`src/rtl/pipelined_adder.sv`:
```
// -----------------------------------------------------------------------------
// pipelined_adder
//
// Purpose:
//   WIDTH-bit ripple-carry adder split into STAGES equal slices of
//   W = WIDTH/STAGES bits. Each slice owns one register stage. The carry
//   ripples from slice to slice through the stage registers, and the
//   operand slices that are not yet consumed travel alongside as skew
//   registers. A single global advance enable shifts the whole pipe, which
//   gives full valid/ready backpressure with no internal FSM.
//
// Parameters:
//   WIDTH   operand/sum width in bits (>= 1)
//   STAGES  number of pipeline stages; must divide WIDTH exactly
//
// Ports:
//   clk        in   clock, rising edge
//   rst_n      in   asynchronous active-low reset
//   in_valid   in   operand bundle valid
//   in_ready   out  bundle accepted this cycle when in_valid is also high
//   a, b       in   operands [WIDTH-1:0]
//   c_in       in   carry into bit 0
//   sub        in   (PIPELINED_ADDER_SUB_EN only) compute a + ~b + 1
//   out_valid  out  result valid
//   out_ready  in   downstream accepts the result
//   sum        out  result [WIDTH-1:0]
//   c_out      out  carry out of bit WIDTH-1
//   overflow   out  signed overflow (carry into MSB xor carry out of MSB)
//
// Optional feature macro: PIPELINED_ADDER_SUB_EN
//   Defined     -> adds the 'sub' input.
//   Not defined -> no 'sub' port, the block always adds.
// -----------------------------------------------------------------------------
module pipelined_adder #(
  parameter int WIDTH  = 8,
  parameter int STAGES = 2
) (
  input  logic             clk,
  input  logic             rst_n,
  input  logic             in_valid,
  output logic             in_ready,
  input  logic [WIDTH-1:0] a,
  input  logic [WIDTH-1:0] b,
  input  logic             c_in,
`ifdef PIPELINED_ADDER_SUB_EN
  input  logic             sub,
`endif
  output logic             out_valid,
  input  logic             out_ready,
  output logic [WIDTH-1:0] sum,
  output logic             c_out,
  output logic             overflow
);

  localparam int W = (STAGES > 0) ? (WIDTH / STAGES) : 1;

  // Reject configurations that cannot be sliced evenly.
  if (WIDTH < 1 || STAGES < 1 || (WIDTH % STAGES) != 0) begin : g_bad_cfg
    $error("pipelined_adder: STAGES must be >= 1 and divide WIDTH exactly");
  end

  // ---------------------------------------------------------------------------
  // Operand conditioning
  // ---------------------------------------------------------------------------
  logic [WIDTH-1:0] b_eff;
  logic             cin_eff;

`ifdef PIPELINED_ADDER_SUB_EN
  // Subtraction is a + ~b + 1; the external carry is ignored in that mode.
  assign b_eff   = sub ? ~b : b;
  assign cin_eff = sub ? 1'b1 : c_in;
`else
  assign b_eff   = b;
  assign cin_eff = c_in;
`endif

  // ---------------------------------------------------------------------------
  // Stage registers. Operand skew registers carry the full width; the low
  // slices already consumed are never read and are pruned by synthesis.
  // ---------------------------------------------------------------------------
  logic             vld_q [STAGES];
  logic             cy_q  [STAGES];
  logic [WIDTH-1:0] res_q [STAGES];
  logic [WIDTH-1:0] opa_q [STAGES];
  logic [WIDTH-1:0] opb_q [STAGES];
  logic             ovf_q;

  // Per-stage combinational view of what enters each stage on an advance.
  logic             src_v   [STAGES];
  logic             src_cy  [STAGES];
  logic [WIDTH-1:0] src_a   [STAGES];
  logic [WIDTH-1:0] src_b   [STAGES];
  logic [WIDTH-1:0] src_res [STAGES];
  logic [W:0]       slice_add [STAGES];
  logic [WIDTH-1:0] res_d   [STAGES];

  logic adv;
  logic ovf_d;

  // The whole pipe moves together whenever the output slot is free or is
  // being drained this cycle.
  assign adv      = !out_valid | out_ready;
  assign in_ready = adv;

  for (genvar gi = 0; gi < STAGES; gi++) begin : g_stage
    if (gi == 0) begin : g_src
      assign src_v[gi]   = in_valid & adv;
      assign src_cy[gi]  = cin_eff;
      assign src_a[gi]   = a;
      assign src_b[gi]   = b_eff;
      assign src_res[gi] = '0;
    end else begin : g_src
      assign src_v[gi]   = vld_q[gi-1];
      assign src_cy[gi]  = cy_q[gi-1];
      assign src_a[gi]   = opa_q[gi-1];
      assign src_b[gi]   = opb_q[gi-1];
      assign src_res[gi] = res_q[gi-1];
    end

    // One W-bit slice plus carry; bit W is the carry into the next slice.
    assign slice_add[gi] = {1'b0, src_a[gi][gi*W +: W]}
                         + {1'b0, src_b[gi][gi*W +: W]}
                         + (W+1)'(src_cy[gi]);

    // Slices above the current one are still zero in src_res, so the new
    // slice can be merged with a plain OR.
    assign res_d[gi] = src_res[gi] | (WIDTH'(slice_add[gi][W-1:0]) << (gi*W));
  end

  // Carry into the MSB is recovered from the MSB sum bit and its operand bits.
  assign ovf_d = slice_add[STAGES-1][W]
               ^ (slice_add[STAGES-1][W-1]
                  ^ src_a[STAGES-1][WIDTH-1]
                  ^ src_b[STAGES-1][WIDTH-1]);

  always_ff @(posedge clk or negedge rst_n) begin
    if (!rst_n) begin
      for (int k = 0; k < STAGES; k++) begin
        vld_q[k] <= 1'b0;
        cy_q[k]  <= 1'b0;
        res_q[k] <= '0;
        opa_q[k] <= '0;
        opb_q[k] <= '0;
      end
      ovf_q <= 1'b0;
    end else if (adv) begin
      for (int k = 0; k < STAGES; k++) begin
        vld_q[k] <= src_v[k];
        // Data only loads for real operations, so a bubble reaching the
        // output leaves the last result on sum/c_out/overflow.
        if (src_v[k]) begin
          res_q[k] <= res_d[k];
          cy_q[k]  <= slice_add[k][W];
          opa_q[k] <= src_a[k];
          opb_q[k] <= src_b[k];
        end
      end
      if (src_v[STAGES-1]) begin
        ovf_q <= ovf_d;
      end
    end
  end

  assign out_valid = vld_q[STAGES-1];
  assign sum       = res_q[STAGES-1];
  assign c_out     = cy_q[STAGES-1];
  assign overflow  = ovf_q;

endmodule

```
`config.mk`:
```
export PLATFORM = sky130hd
export DESIGN_NAME = pipelined_adder
export DESIGN_NICKNAME = d
export VERILOG_FILES = /design/src/rtl/pipelined_adder.sv
export SDC_FILE = /design/constraint.sdc
export NUM_CORES = 1
export LEC_CHECK = 0
export BUFFER_PORTS_ARGS = -buffer_cell sky130_fd_sc_hd__buf_2
export CELL_PAD_IN_SITES_DETAIL_PLACEMENT = 1
export CELL_PAD_IN_SITES_GLOBAL_PLACEMENT = 1
export CORE_MARGIN = 4
export CORE_UTILIZATION = 40
export CTS_CLUSTER_SIZE = 16
export DETAILED_ROUTE_END_ITERATION = 10
export GPL_TIMING_DRIVEN = 0
export PLACE_DENSITY = 0.82
export SETUP_SLACK_MARGIN = 0.1
export SLEW_MARGIN = 10
export SYNTH_ARGS = -nofsm -noshare
export SYNTH_HDL_FRONTEND = slang
export SYNTH_SLANG_ARGS = --single-unit
```
`constraint.sdc`:
```
create_clock -name clk -period 2.4 [get_ports clk]
set_input_delay 0.12 -clock clk [delete_from_list [all_inputs] [get_ports clk]]
set_output_delay 0.12 -clock clk [all_outputs]
set_load 0.01 [all_outputs]
```
==> reports/results.txt, run 1 <==
In this run, post-CTS repair resized a total of 0 instances. The largest driver fanout on the critical path is 2, and the number of standard-cell rows in the floorplan is 19. The routed wirelength normalized by instance count was 14.2 um. The post-synthesis instance area was 1210 um^2. The run gives 2330 um as the detailed-route wire length.

The upper clock frequency limit is 473 MHz. The launch point of the worst reg-to-reg path is cy_q[1]. The width of the die was 63.0 um; the part of the Yosys area used for sequential elements was 51.7%. Headroom to the max-slew limit came out at 63.2%.

Class of the most critical hold timing path: in -> reg. Total power for the finished layout comes to 1.29 mW. The biggest area consumer among synthesized cells is sky130_fd_sc_hd__dfrtp_1. The average instance in the mapped netlist occupies 12.6 um^2. In the post-synthesis netlist, the biggest area contributors are sky130_fd_sc_hd__dfrtp_1 52%, sky130_fd_sc_hd__mux2_2 10%, sky130_fd_sc_hd__fa_1 6.6%. The sequential cell fraction of total power is 48.0%. The number of vias per cell was 5.07. For the global-route usage over all layers, the log shows 13.3%. Number of hold-slack violations in the final timing report: 0. The estimated wirelength of the detail-placed design was 1930 um. The max-cap violation count is 0.

The level count of the clock H-tree was 1. The logs give 0 for the initial antenna violation count and 7.36 ps for the setup skew after layout. The run finished with clean final reports. Once routing completed, OpenROAD measured the worst setup slack at 284 ps. Layout-stage area growth over the synthesis result: 19.4%. The tools report the termination of the worst setup path as overflow.

For this run, the post-layout net count is 165. The minimum clock period is 2120 ps. The most critical setup path has its startpoint at cy_q[1].

For this design the static power due to leakage is 0.740 nW. The number of warnings issued by yosys was 0; the area of the die was 3970 um^2. The net count after synthesis was 127; the count of buffers added by post-CTS timing repair for setup was 0. Entering global routing, the biggest net connects 26 pins.

Net switching is 32.8% of the power. Register-to-register setup slack: 280 ps. The final-report setup violation count is 0.

Dividing the final minimum period by the clock period gives 88.2%. Once layout is complete, the utilization of the core stands at 51.1%. The area share of the leading cell type in the synthesized netlist is 51.7%, and the ratio of cells with drive above 1 in the final layout is 38.3%.

The remaining antenna violation count came out at 0. The type of the worst setup path is reg -> reg. The count of vias placed by the detailed router came out at 831. The data required time at the worst endpoint is 2650 ps. Setup repair after global routing left no endpoint under its margin. The total count of max-transition violations in the final report is 0, and the switching power of the nets is 423 uW. The number of clock sinks was 25. For the pin with the worst max-slew slack, the measured transition is 552 ps. The post-CTS clock slew at the launch and capture registers of the worst setup and hold paths was 130 ps; the maximum root-to-sink buffer count was 2.

TritonCTS created 3 clock buffers. At the later pin of the worst-skew pair, clock insertion delay measures 310 ps. After synthesis, the netlist uses 20 different library cells. At the end of routability-driven placement, the weighted congestion stood at 0.728.

The floorplan die height is 63.0 um, and the total global routing overflow is 0. For this design the ratio of total power to cell area is 891 nW/um^2. The tools report the initial cell density of the core as 42.8%.

The kind of capture point of the worst setup path was a register. Synthesis handed over a netlist of 96 instances. In this run, the number of DRC markers left after iteration 0 of detailed routing was 19. In this run the count of I/O pins placed on the die edge is 33. The post-route setup TNS came out at 0 ps.

TritonCTS built the clock tree. End of the worst register-to-register path: overflow. Across the VDD grid, the largest voltage drop is 366 uV.

The worst register-to-register path has a depth of 8. The core region is 2830 um^2. In the routed design, unresolved DRC markers number 0. Port buffering added 32 buffers. After synthesis the netlist holds a flip-flop and latch count of 25.

Before antenna repair, the detailed router went through 4 iterations. Cell internal power was estimated by the tool at 865 uW. Prior to clock tree synthesis, the placed netlist has a worst setup slack of 305 ps. The run gives 987 as the via count of the first global-routing pass.

Combinational logic burns 37.9% of the power. The tools report the startpoint class of the critical path as a register. Cell chosen for the clock root: sky130_fd_sc_hd__clkbuf_4. Data on the critical path arrives at its endpoint at 2360 ps. The portion of total power attributed to the clock network came out at 14.1%. The first global-routing pass estimated 4220 um of wire. The repair_antennas step left the layout with diodes totalling 0.
## cell families (layout without fill, tap and decap cells)
kind of cell / Yosys count / in the layout / synth area share [%]
mux: 15 / 15 / 13.9
xor+xnor: 6 / 6 / 5.48
flops: 25 / 25 / 51.7
buf+inv: 10 / 47 / 3.31
compound gates: 16 / 16 / 7.44
fa+ha+maj: 10 / 10 / 12.8
simple gates: 14 / 14 / 5.37
## power by group through the flow
stage | combinational (mW) | clock (mW) | sequential, mW
after floorplan | 0.276 | 0 | 0.657
after global placement | 0.468 | 0 | 0.623
after detailed placement | 0.495 | 0 | 0.632
after CTS | 0.499 | 0.190 | 0.622
after global routing | 0.546 | 0.209 | 0.640
final | 0.488 | 0.182 | 0.618
## placed cells by master (no fill, tap or decap), drive strengths merged, types with 2 or more instances in the layout
cell type,count
dfrtp,25
o21ai,9
a21o,3
a21oi,3
xnor2,2
mux2,15
xor2,3
buf,34
inv,8
clkbuf,4
ha,6
nand2,11
fa,4
## through the flow
| stage | cells | hold WS (ps) | instance area, um^2 |
|---|---|---|---|
| after floorplan | 96 | -176 | 1210 |
| after global placement | 159 | 125 | 1410 |
| after detailed placement | 159 | 143 | 1410 |
| after CTS | 164 | 7.80 | 1450 |
| after global routing | 164 | 11.4 | 1450 |
| final | 164 | 12.6 | 1450 |
## flip-flops by register name, indices dropped and copies added (netlist names)
| register | flops |
|---|---|
| opa_q | 4 |
| sum | 8 |
| overflow | 1 |
| out_valid | 1 |
| opb_q | 4 |
| c_out | 1 |
| src_v | 1 |
| cy_q | 1 |
| res_q | 4 |
## cell usage after synthesis
master	instances
sky130_fd_sc_hd__dfrtp_1	25
sky130_fd_sc_hd__mux2_2	11
sky130_fd_sc_hd__nand2_1	10
sky130_fd_sc_hd__inv_1	8
sky130_fd_sc_hd__o21ai_0	8
sky130_fd_sc_hd__ha_1	6
sky130_fd_sc_hd__fa_1	4
sky130_fd_sc_hd__mux2_1	4
sky130_fd_sc_hd__a21o_1	3
sky130_fd_sc_hd__a21oi_1	3
sky130_fd_sc_hd__xor2_1	3
sky130_fd_sc_hd__buf_2	2
sky130_fd_sc_hd__xnor2_1	2
sky130_fd_sc_hd__nand2_2	1
sky130_fd_sc_hd__nand2b_2	1
sky130_fd_sc_hd__nor2_2	1
sky130_fd_sc_hd__nor2b_1	1
sky130_fd_sc_hd__o21a_1	1
sky130_fd_sc_hd__o21ai_1	1
sky130_fd_sc_hd__xnor3_1	1
## how the worst min path moves through the flow
| stage | start | endpoint | depth (start not counted) |
|---|---|---|---|
| 2_1_floorplan | rst_n | c_out | 0 |
| 3_3_place_gp | rst_n | c_out | 1 |
| 3_5_place_dp | rst_n | overflow | 1 |
| 4_1_cts | b[5] | opb_q[13] | 2 |
| 5_1_grt | b[5] | opb_q[13] | 2 |
| 6_report | b[5] | opb_q[13] | 2 |
## routing by layer
metal / part of all wire (%) / up-vias / GRT usage (%)
li1: - / 393 / -
met1: 39 / 424 / 13.9
met2: 58 / 12 / 25.7
met3: 3.0 / 2 / 2.88
met4: 0.73 / 0 / 4.13
met5: 0 / - / 0
## layout make-up
cell class              instances  area [um^2]
fillers                       320         1380
flip-flops and latches         25          626
multi-input cells              61          546
repair buffers                 33          170
well taps                      31         38.8
inverters                       8         30.0
clock buffers                   4         26.3
plain buffers                   2         10.0
## what timing repair did
action / in CTS / in global routing
hold buffers: 1 / 0
setup endpoints to repair: 0 / 0
endpoints found under the hold margin: 25 / 0
## critical path, stage by stage, from the launching register on
cell                      delay [ps]
sky130_fd_sc_hd__dfrtp_1         420
sky130_fd_sc_hd__fa_1            470
sky130_fd_sc_hd__inv_1            90
sky130_fd_sc_hd__fa_1            210
sky130_fd_sc_hd__nor2b_1          70
sky130_fd_sc_hd__o21a_1          180
sky130_fd_sc_hd__nor2_2          110
sky130_fd_sc_hd__xnor3_1         390
sky130_fd_sc_hd__o21ai_1         120
Power figures use the tool's default switching activity.
==> run 2, diff against run 1 <==
--- a/config.mk
+++ b/config.mk
@@ -9,11 +9,11 @@
 export CELL_PAD_IN_SITES_DETAIL_PLACEMENT = 1
 export CELL_PAD_IN_SITES_GLOBAL_PLACEMENT = 1
 export CORE_MARGIN = 4
-export CORE_UTILIZATION = 40
+export CORE_UTILIZATION = 30
 export CTS_CLUSTER_SIZE = 16
 export DETAILED_ROUTE_END_ITERATION = 10
 export GPL_TIMING_DRIVEN = 0
-export PLACE_DENSITY = 0.82
+export PLACE_DENSITY = 0.65
 export SETUP_SLACK_MARGIN = 0.1
 export SLEW_MARGIN = 10
 export SYNTH_ARGS = -nofsm -noshare
==> run 2 against run 1 <==
  * Combinational power down 1%
  * Final cell count increased by 10%
  * Sequential power about the same
  * Routed wire length decreased by 1.2%
  * First-iteration DRC count fell by 42%
  * Global-route usage is 3.0 points lower
  * Flip-flop and latch count is the same
  * Setup slack gained 49 ps
  * Sequential share of layout area decreased by 1.3 points
  * Critical path depth is the same
  * Clock power grew 40%
  * Critical path type unchanged
  * Largest power group unchanged
  * Highest routed layer unchanged
==> reports/results.txt, run 2 (synthesis results as in run 1) <==
The tools report the number of hold-slack violations in the final timing report as 0 (unchanged). Type of the worst setup path: reg -> reg (unchanged). The initial antenna violation count was 0 (unchanged); the area taken by flip-flops and latches was 626 um^2 (unchanged). The largest net degree at the start of global routing is 26 (unchanged).

The sum of internal, switching and leakage power was 1.35 mW (was 1.29 mW). The flip-flop count of the largest register after layout was 8 (unchanged). The tools report the remaining antenna violation count as 0 (unchanged). For the final net count, the log shows 165 (unchanged). The wire length on met1 was 884 um (was 900 um); the post-CTS clock slew at the launch and capture registers of the worst setup and hold paths was 90 ps (was 130 ps). Count of vias placed by the detailed router: 824 (was 831). The final setup slack of the worst path was 334 ps (was 284 ps).

The logs give 25 (unchanged) for the number of clock sinks and 1270 um (was 1340 um) for the routed wire length on met2. The total count of max-transition violations in the final report is 0 (unchanged). The tools report the remaining design rule violation count as 0 (unchanged). The estimated wirelength of the detail-placed design was 1890 um (was 1930 um); the latest clock arrival within the worst-skew pair was 270 ps (was 310 ps).

The end of the worst register-to-register path was overflow (unchanged). The violation count after the first detailed-routing iteration is 11 (was 19). Highest metal layer with signal wires: met4 (unchanged). The power density over cell area is 908 nW/um^2 (was 891 nW/um^2), and the area of the die is 5120 um^2 (was 3970 um^2). Commonest cells after routing, fill and taps aside: 34 x sky130_fd_sc_hd__buf_2, 25 x sky130_fd_sc_hd__dfrtp_1, 11 x sky130_fd_sc_hd__mux2_2, 10 x sky130_fd_sc_hd__nand2_1 (unchanged).

Number of ports placed on the die boundary: 33 (unchanged). The met3 wire length is 103 um (was 70 um). The initial cell density of the core came out at 32.1% (was 42.8%). The tools report the highest ir drop seen on vdd as 440 uV (was 366 uV).

The tools report the launch point of the worst reg-to-reg path as cy_q[1] (unchanged). The hold slack is 71.2 ps (was 12.6 ps). The arrival time at the worst endpoint was 2280 ps (was 2360 ps). Critical-path cell list: fa_1 > inv_1 > fa_1 > nor2b_1 > o21a_1 > nor2_2 > xnor3_1 > o21ai_1 (unchanged). The startpoint class of the critical path was a register (unchanged). The number of fill cells in the layout is 417 (was 320), and the floorplan core area is 3770 um^2 (was 2830 um^2).

The critical path's largest stage delay is 450 ps (was 470 ps), and the portion of the clock cycle consumed by the worst path in the final layout is 86.1% (was 88.2%). The width of the die is 71.5 um (was 63.0 um), and the multi-input gate area in the final layout is 546 um^2 (unchanged). The commonest non-fill, non-tap cell in the layout was sky130_fd_sc_hd__buf_2 (unchanged). The upper clock frequency limit was 484 MHz (was 473 MHz).

TritonCTS built the clock tree. The register-to-register setup slack was 330 ps (was 280 ps). The end point of the most critical hold path is opb_q[13] (unchanged). The minimum clock period is 2070 ps (was 2120 ps), and the count of buffers added by post-CTS timing repair for setup is 0 (unchanged).

Number of buffers added by the clock tree synthesis step: 3 (unchanged). The run gives 2 (was 4) as the iteration count of the initial detailed-routing pass. The ratio of cells with drive above 1 in the final layout is 39.1% (was 38.3%), and the via count of the first global-routing pass is 904 (was 987). Class of the most critical hold timing path: in -> reg (unchanged).

The leakage power summed over all cells is 0.747 nW (was 0.740 nW), and the routed wirelength normalized by instance count is 12.7 um (was 14.2 um). The tools report the placer's final routability congestion estimate as 0.693 (was 0.728). The post-CTS resize count is 0 (unchanged), and the final-report setup violation count is 0 (unchanged). The total global routing overflow came out at 0 (unchanged). The flow ran to the end, and the final reports show no timing, DRC or antenna violations.

The detailed-route wire length is 2300 um (was 2330 um). The setup skew after layout is 6.34 ps (was 7.36 ps), and the floorplan die height is 71.5 um (was 63.0 um). The largest driver fanout on the critical path is 2 (unchanged). The count of buffering cells on the critical path with inverters included was 1 (unchanged); the max-cap violation count was 0 (unchanged). Setup repair after global routing left no endpoint under its margin. The layout-stage area growth over the synthesis result is 23.0% (was 19.4%). The number of standard-cell rows in the floorplan was 22 (was 19); the level count of the clock H-tree was 1 (unchanged). The number of vias per cell is 4.55 (was 5.07). The cell family contributing the most delay on the critical path is adder cells (unchanged).

The run gives 0 (unchanged) as the count of antenna diodes in the layout. The tools report the maximum root-to-sink buffer count as 2 (unchanged). Kind of capture point of the worst setup path: a register (unchanged). The first-pass GRT wire length is 4130 um (was 4220 um). The critical path's most frequent cell was sky130_fd_sc_hd__fa_1 (unchanged).

The number of cells on the worst hold path works out to 2 (unchanged). The global-route usage over all layers was 10.3% (was 13.3%). Number of I/O port buffers: 32 (unchanged). Launch point of the worst hold path: b[5] (unchanged). Post-route setup TNS: 0 ps (unchanged). The critical path's slowest cell was sky130_fd_sc_hd__fa_1 (unchanged). The data required time at the worst endpoint is 2610 ps (was 2650 ps), and the count of cells along the worst register-to-register path is 8 (unchanged).

For the minimum setup slack after placement, the log shows 328 ps (was 305 ps). Cell chosen for the clock root: sky130_fd_sc_hd__clkbuf_8 (was sky130_fd_sc_hd__clkbuf_4). The normalized max-slew margin came out at 63.3% (was 63.2%). Pin slew with the least headroom to its limit: 550 ps (was 552 ps).
run 2: cell types whose count changed in the layout (fill, tap and decap cells not counted), sizes merged:
cell,previous run,this run
clkinvlp,0,1
clkbuf,4,3
run 2: report_power, final:
group,switching (mW),internal [mW]
combinational,0.229,0.253
sequential,0.0704,0.548
clock,0.136,0.118
total,0.435,0.918
run 2: area by class of cell:
| type | count | area share [%] |
|---|---|---|
| Clock buffer | 3 | 2.77 |
| Timing Repair Buffer | 33 | 11.4 |
| Inverter | 8 | 2.02 |
| Sequential cell | 25 | 42.0 |
| Tap cell | 48 | 4.03 |
| Multi-Input combinational cell | 61 | 36.6 |
| Buffer | 2 | 0.672 |
| Clock inverter | 1 | 0.504 |
run 2: metal layers:
| layer | vias up | GRT usage, % |
|---|---|---|
| li1 | 392 | - |
| met1 | 413 | 12.3 |
| met2 | 15 | 17.4 |
| met3 | 4 | 2.95 |
| met4 | 0 | 3.76 |
| met5 | - | 0 |
run 2: stage by stage:
stage	std cells	utilization (%)	cell area, um^2
6_report	181	39.5	1490
5_1_grt	181	39.5	1490
4_1_cts	181	39.5	1490
3_5_place_dp	176	38.0	1430
3_3_place_gp	176	38.0	1430
2_1_floorplan	96	-	1210
run 2: what timing repair did:
action,in CTS,in global routing
hold buffers,1,0
endpoints found under the setup margin,0,0
hold endpoints to repair,25,0
run 2: worst max-delay path by stage:
| stage | startpoint | endpoint | slack [ps] | cells past startpoint |
|---|---|---|---|---|
| floorplan | cy_q[1] | overflow | 490 | 8 |
| global placement | cy_q[1] | overflow | 370 | 8 |
| detailed placement | cy_q[1] | overflow | 330 | 8 |
| CTS | cy_q[1] | overflow | 310 | 8 |
| global route | cy_q[1] | overflow | 190 | 8 |
| finish | cy_q[1] | overflow | 330 | 8 |
==> run 3, diff against run 2 <==
--- a/config.mk
+++ b/config.mk
@@ -5,6 +5,7 @@
 export SDC_FILE = /design/constraint.sdc
 export NUM_CORES = 1
 export LEC_CHECK = 0
+export ABC_AREA = 1
 export BUFFER_PORTS_ARGS = -buffer_cell sky130_fd_sc_hd__buf_2
 export CELL_PAD_IN_SITES_DETAIL_PLACEMENT = 1
 export CELL_PAD_IN_SITES_GLOBAL_PLACEMENT = 1
@@ -13,7 +14,8 @@
 export CTS_CLUSTER_SIZE = 16
 export DETAILED_ROUTE_END_ITERATION = 10
 export GPL_TIMING_DRIVEN = 0
-export PLACE_DENSITY = 0.65
+export HOLD_SLACK_MARGIN = 0.15
+export PLACE_DENSITY = 0.67
 export SETUP_SLACK_MARGIN = 0.1
 export SLEW_MARGIN = 10
 export SYNTH_ARGS = -nofsm -noshare
==> run 3 against run 2 <==
  * Sequential power decreased by 3.9%
  * Final cell count up 38%
  * Final area grew 16%
  * Flip-flop and latch count unchanged
  * Setup slack gained 260 ps
  * Die area is 11% higher
  * Area after synthesis rose by 13%
  * Critical path type unchanged
  * Critical endpoint unchanged
==> reports/results.txt, run 3 <==
The tools report the count of vias placed by the detailed router as 1115 (was 824). Class of the most critical hold timing path: in -> reg (unchanged). The tools report the number of clock sinks as 25 (unchanged). The tools report the number of standard cells in the layout, taps in and fillers out as 249 (was 181).

The number of vias per cell is 4.48 (was 4.55). The count of buffering cells on the critical path with inverters included works out to 2 (was 1). Routed wirelength normalized by instance count: 12.2 um (was 12.7 um). The area taken by flip-flops and latches came out at 626 um^2 (unchanged). The run gives 259 uV (was 440 uV) as the highest ir drop seen on vdd. The upper clock frequency limit is 554 MHz (was 484 MHz), and the largest driver fanout on the critical path is 3 (was 2). The logs give 0 (unchanged) for the initial antenna violation count and 236 (was 176) for the number of instances in the placed design. Number of synthesized flops with an enable pin: 0 (unchanged). Largest net degree at the start of global routing: 26 (unchanged). The ratio of cells with drive above 1 in the final layout was 25.9% (was 39.1%).

The library cell with the highest instance count after synthesis is sky130_fd_sc_hd__nand2_1 (was sky130_fd_sc_hd__dfrtp_1). The net count after synthesis came out at 183 (was 127). The critical path's slowest cell is sky130_fd_sc_hd__fa_1 (unchanged). Level count of the clock H-tree: 1 (unchanged).

The count of buffers added by post-CTS timing repair for setup is 0 (unchanged). The power density over cell area came out at 784 nW/um^2 (was 908 nW/um^2). For the first-pass GRT wire length, the log shows 5290 um (was 4130 um).

TritonCTS built the clock tree. The area share of the leading cell type in the synthesized netlist works out to 45.7% (was 51.7%). Width of the die: 75.5 um (was 71.5 um).

The run gives 0 (unchanged) as the max-cap violation count. The commonest non-fill, non-tap cell in the layout was sky130_fd_sc_hd__nand2_1 (was sky130_fd_sc_hd__buf_2). Flip-flop count of the largest register after layout: 8 (unchanged).

Floorplan die height: 75.5 um (was 71.5 um). For the final-report setup violation count, the log shows 0 (unchanged). For the estimated wirelength of the detail-placed design, the log shows 2510 um (was 1890 um). Setup skew after layout: 5.43 ps (was 6.34 ps). The top flip-flop cell by instance count after synthesis is sky130_fd_sc_hd__dfrtp_1 (unchanged).

The global-route usage over all layers was 12.0% (was 10.3%). The run gives 0 (unchanged) as the count of antenna diodes in the layout. The floorplan core area is 4380 um^2 (was 3770 um^2), and the final net count is 229 (was 165). The post-synthesis instance area came out at 1370 um^2 (was 1210 um^2). The number of ports placed on the die boundary was 33 (unchanged). The initial cell density of the core came out at 31.2% (was 32.1%). The number of instances in the synthesized netlist came out at 152 (was 96). Type of the worst setup path: reg -> reg (unchanged). The remaining antenna violation count came out at 0 (unchanged). The maximum root-to-sink buffer count is 2 (unchanged).

The run gives 3 (unchanged) as the number of buffers added by the clock tree synthesis step. The critical path's most frequent cell is sky130_fd_sc_hd__nand2_1 (was sky130_fd_sc_hd__fa_1). The number of register bits inferred by synthesis works out to 25 (unchanged).

The minimum clock period is 1800 ps (was 2070 ps). Area of the die: 5700 um^2 (was 5120 um^2). The cell family contributing the most delay on the critical path is adder cells (unchanged).

The normalized max-slew margin is 62.2% (was 63.3%), and the remaining design rule violation count is 0 (unchanged). The arrival time at the worst endpoint came out at 1960 ps (was 2280 ps). Dominant cells by area after synthesis: sky130_fd_sc_hd__dfrtp_1 46%, sky130_fd_sc_hd__nand2_1 13%, sky130_fd_sc_hd__inv_1 6.3% (was sky130_fd_sc_hd__dfrtp_1 52%, sky130_fd_sc_hd__mux2_2 10%, sky130_fd_sc_hd__fa_1 6.6%).

Cell types with the highest counts after synthesis: 48 x sky130_fd_sc_hd__nand2_1, 25 x sky130_fd_sc_hd__dfrtp_1, 23 x sky130_fd_sc_hd__inv_1, 10 x sky130_fd_sc_hd__nand3_1 (was 25 x sky130_fd_sc_hd__dfrtp_1, 11 x sky130_fd_sc_hd__mux2_2, 10 x sky130_fd_sc_hd__nand2_1, 8 x sky130_fd_sc_hd__inv_1, 8 x sky130_fd_sc_hd__o21ai_0). The pin slew with the least headroom to its limit works out to 566 ps (was 550 ps). The startpoint class of the critical path was a register (unchanged). Commonest cells after routing, fill and taps aside: 48 x sky130_fd_sc_hd__nand2_1, 32 x sky130_fd_sc_hd__buf_2, 25 x sky130_fd_sc_hd__dfrtp_1, 23 x sky130_fd_sc_hd__inv_1, 10 x sky130_fd_sc_hd__nand3_1 (was 34 x sky130_fd_sc_hd__buf_2, 25 x sky130_fd_sc_hd__dfrtp_1, 11 x sky130_fd_sc_hd__mux2_2, 10 x sky130_fd_sc_hd__nand2_1). The tools report the cell chosen for the clock root as sky130_fd_sc_hd__clkbuf_8 (unchanged). The logs give 0 (unchanged) for the number of warnings issued by yosys and 0.936 nW (was 0.747 nW) for the leakage power summed over all cells. The fraction of synthesis flops using an asynchronous set or reset pin is 100% (unchanged). The violation count after the first detailed-routing iteration came out at 16 (was 11). The latest clock arrival within the worst-skew pair came out at 260 ps (was 270 ps). The multi-input gate area in the final layout is 612 um^2 (was 546 um^2), and the layout-stage area growth over the synthesis result is 26.3% (was 23.0%). The per-instance average area after synthesis is 9.00 um^2 (was 12.6 um^2), and the total global routing overflow is 0 (unchanged).

The logs give 23 (was 20) for the number of different library cells in the post-synthesis netlist and 0 (unchanged) for the number of hold-slack violations in the final timing report. Setup repair after global routing left no endpoint under its margin. For the number of fill cells in the layout, the log shows 537 (was 417). Number of I/O port buffers: 32 (unchanged).

The run gives 1266 (was 904) as the via count of the first global-routing pass. The post-CTS clock slew at the launch and capture registers of the worst setup and hold paths came out at 90 ps (about the same). The run finished with clean final reports.

For the total count of max-transition violations in the final report, the log shows 0 (unchanged). The iteration count of the initial detailed-routing pass was 4 (was 2). The post-route setup TNS was 0 ps (unchanged).

Critical-path cell list: fa_1 > inv_1 > fa_1 > inv_1 > nand3_1 > nand2_1 > nand2_1 > nand2_1 > nand3_1 > nand3_2 (was fa_1 > inv_1 > fa_1 > nor2b_1 > o21a_1 > nor2_2 > xnor3_1 > o21ai_1). Placer's final routability congestion estimate: 0.782 (was 0.693). The biggest area consumer among synthesized cells was sky130_fd_sc_hd__dfrtp_1 (unchanged). The tools report the part of the Yosys area used for sequential elements as 45.7% (was 51.7%). The number of standard-cell rows in the floorplan was 24 (was 22); the critical path's largest stage delay was 480 ps (was 450 ps). The data required time at the worst endpoint was 2560 ps (was 2610 ps); the portion of the clock cycle consumed by the worst path in the final layout was 75.1% (was 86.1%).

The kind of capture point of the worst setup path was a register (unchanged). The detailed-route wire length was 3030 um (was 2300 um).
[run 3: cell count changes after synthesis, sizes merged, moves of 2 or more]
cell and change:
nand2 +38, o21ai +3, a21o -3, nor2 +9
mux2 -15, xor2 -2, xnor2 -2, nand3 +11
inv +17
[run 3: logic make-up after synthesis]
logic type / after synthesis / share of synthesized area, %
xor gates and xnor gates: 1 / 0.641
adders and majority gates: 10 / 11.3
AOI/OAI and AO/OA: 17 / 8.23
buffers and inverters: 27 / 9.51
and+or+nand+nor: 72 / 24.5
DFF: 25 / 45.7
[run 3: through the flow]
step                      hold WS (ps)  area (um^2)  worst slack, ps  total power, mW  utilization, %
after floorplan                   -176         1370              760            0.933               -
after global placement             135         1590              654             1.09            36.3
after detailed placement           142         1590              589             1.12            36.3
after CTS                          198         1730              573             1.38            39.4
after global routing               212         1730              408             1.48            39.4
final                              188         1730              597             1.35            39.4
[run 3: per-layer routing]
metal | vias up | part of all wire [%] | global-route usage [%]
met3 | 6 | 4.3 | 1.85
met4 | 0 | 1.9 | 4.27
met2 | 26 | 53 | 22.7
met5 | - | 0 | 0
met1 | 523 | 40 | 13.5
li1 | 560 | - | -
[run 3: tightest hold or removal path, stage by stage]
cell                      delay, ps
sky130_fd_sc_hd__buf_2          100
sky130_fd_sc_hd__nor2_4          70
sky130_fd_sc_hd__inv_1           80
sky130_fd_sc_hd__nand2_1         50
[run 3: cell type report]
cell class / count / share of cell area (%)
plain buffers: 2 / 1.81
repair buffers: 41 / 14.5
inverters: 25 / 5.72
flip-flops and latches: 25 / 36.2
clock buffers: 4 / 2.61
well taps: 52 / 3.77
multi-input cells: 100 / 35.4
[run 3: where the power goes]
group | switching [mW] | internal (mW) | total [mW]
sequential | 0.0599 | 0.534 | 0.594
clock | 0.127 | 0.118 | 0.246
combinational | 0.297 | 0.218 | 0.515
[run 3: what timing repair did]
| action | in CTS | in global routing |
|---|---|---|
| hold buffers | 9 | 0 |
| hold endpoints to repair | 33 | 0 |
| gates resized for setup | 0 | 0 |
[run 3: worst paths after layout]
| check | to | from | cells past startpoint | slack, ps |
|---|---|---|---|---|
| max in group asynchronous | opa_q[13] | rst_n | 2 | 1650 |
| max | overflow | cy_q[1] | 10 | 600 |
| max reg2reg | overflow | cy_q[1] | 10 | 600 |
| min in group asynchronous | c_out | rst_n | 2 | 370 |
| min | out_valid | out_ready | 4 | 190 |
| min reg2reg | sum[4] | sum[4] | 2 | 480 |
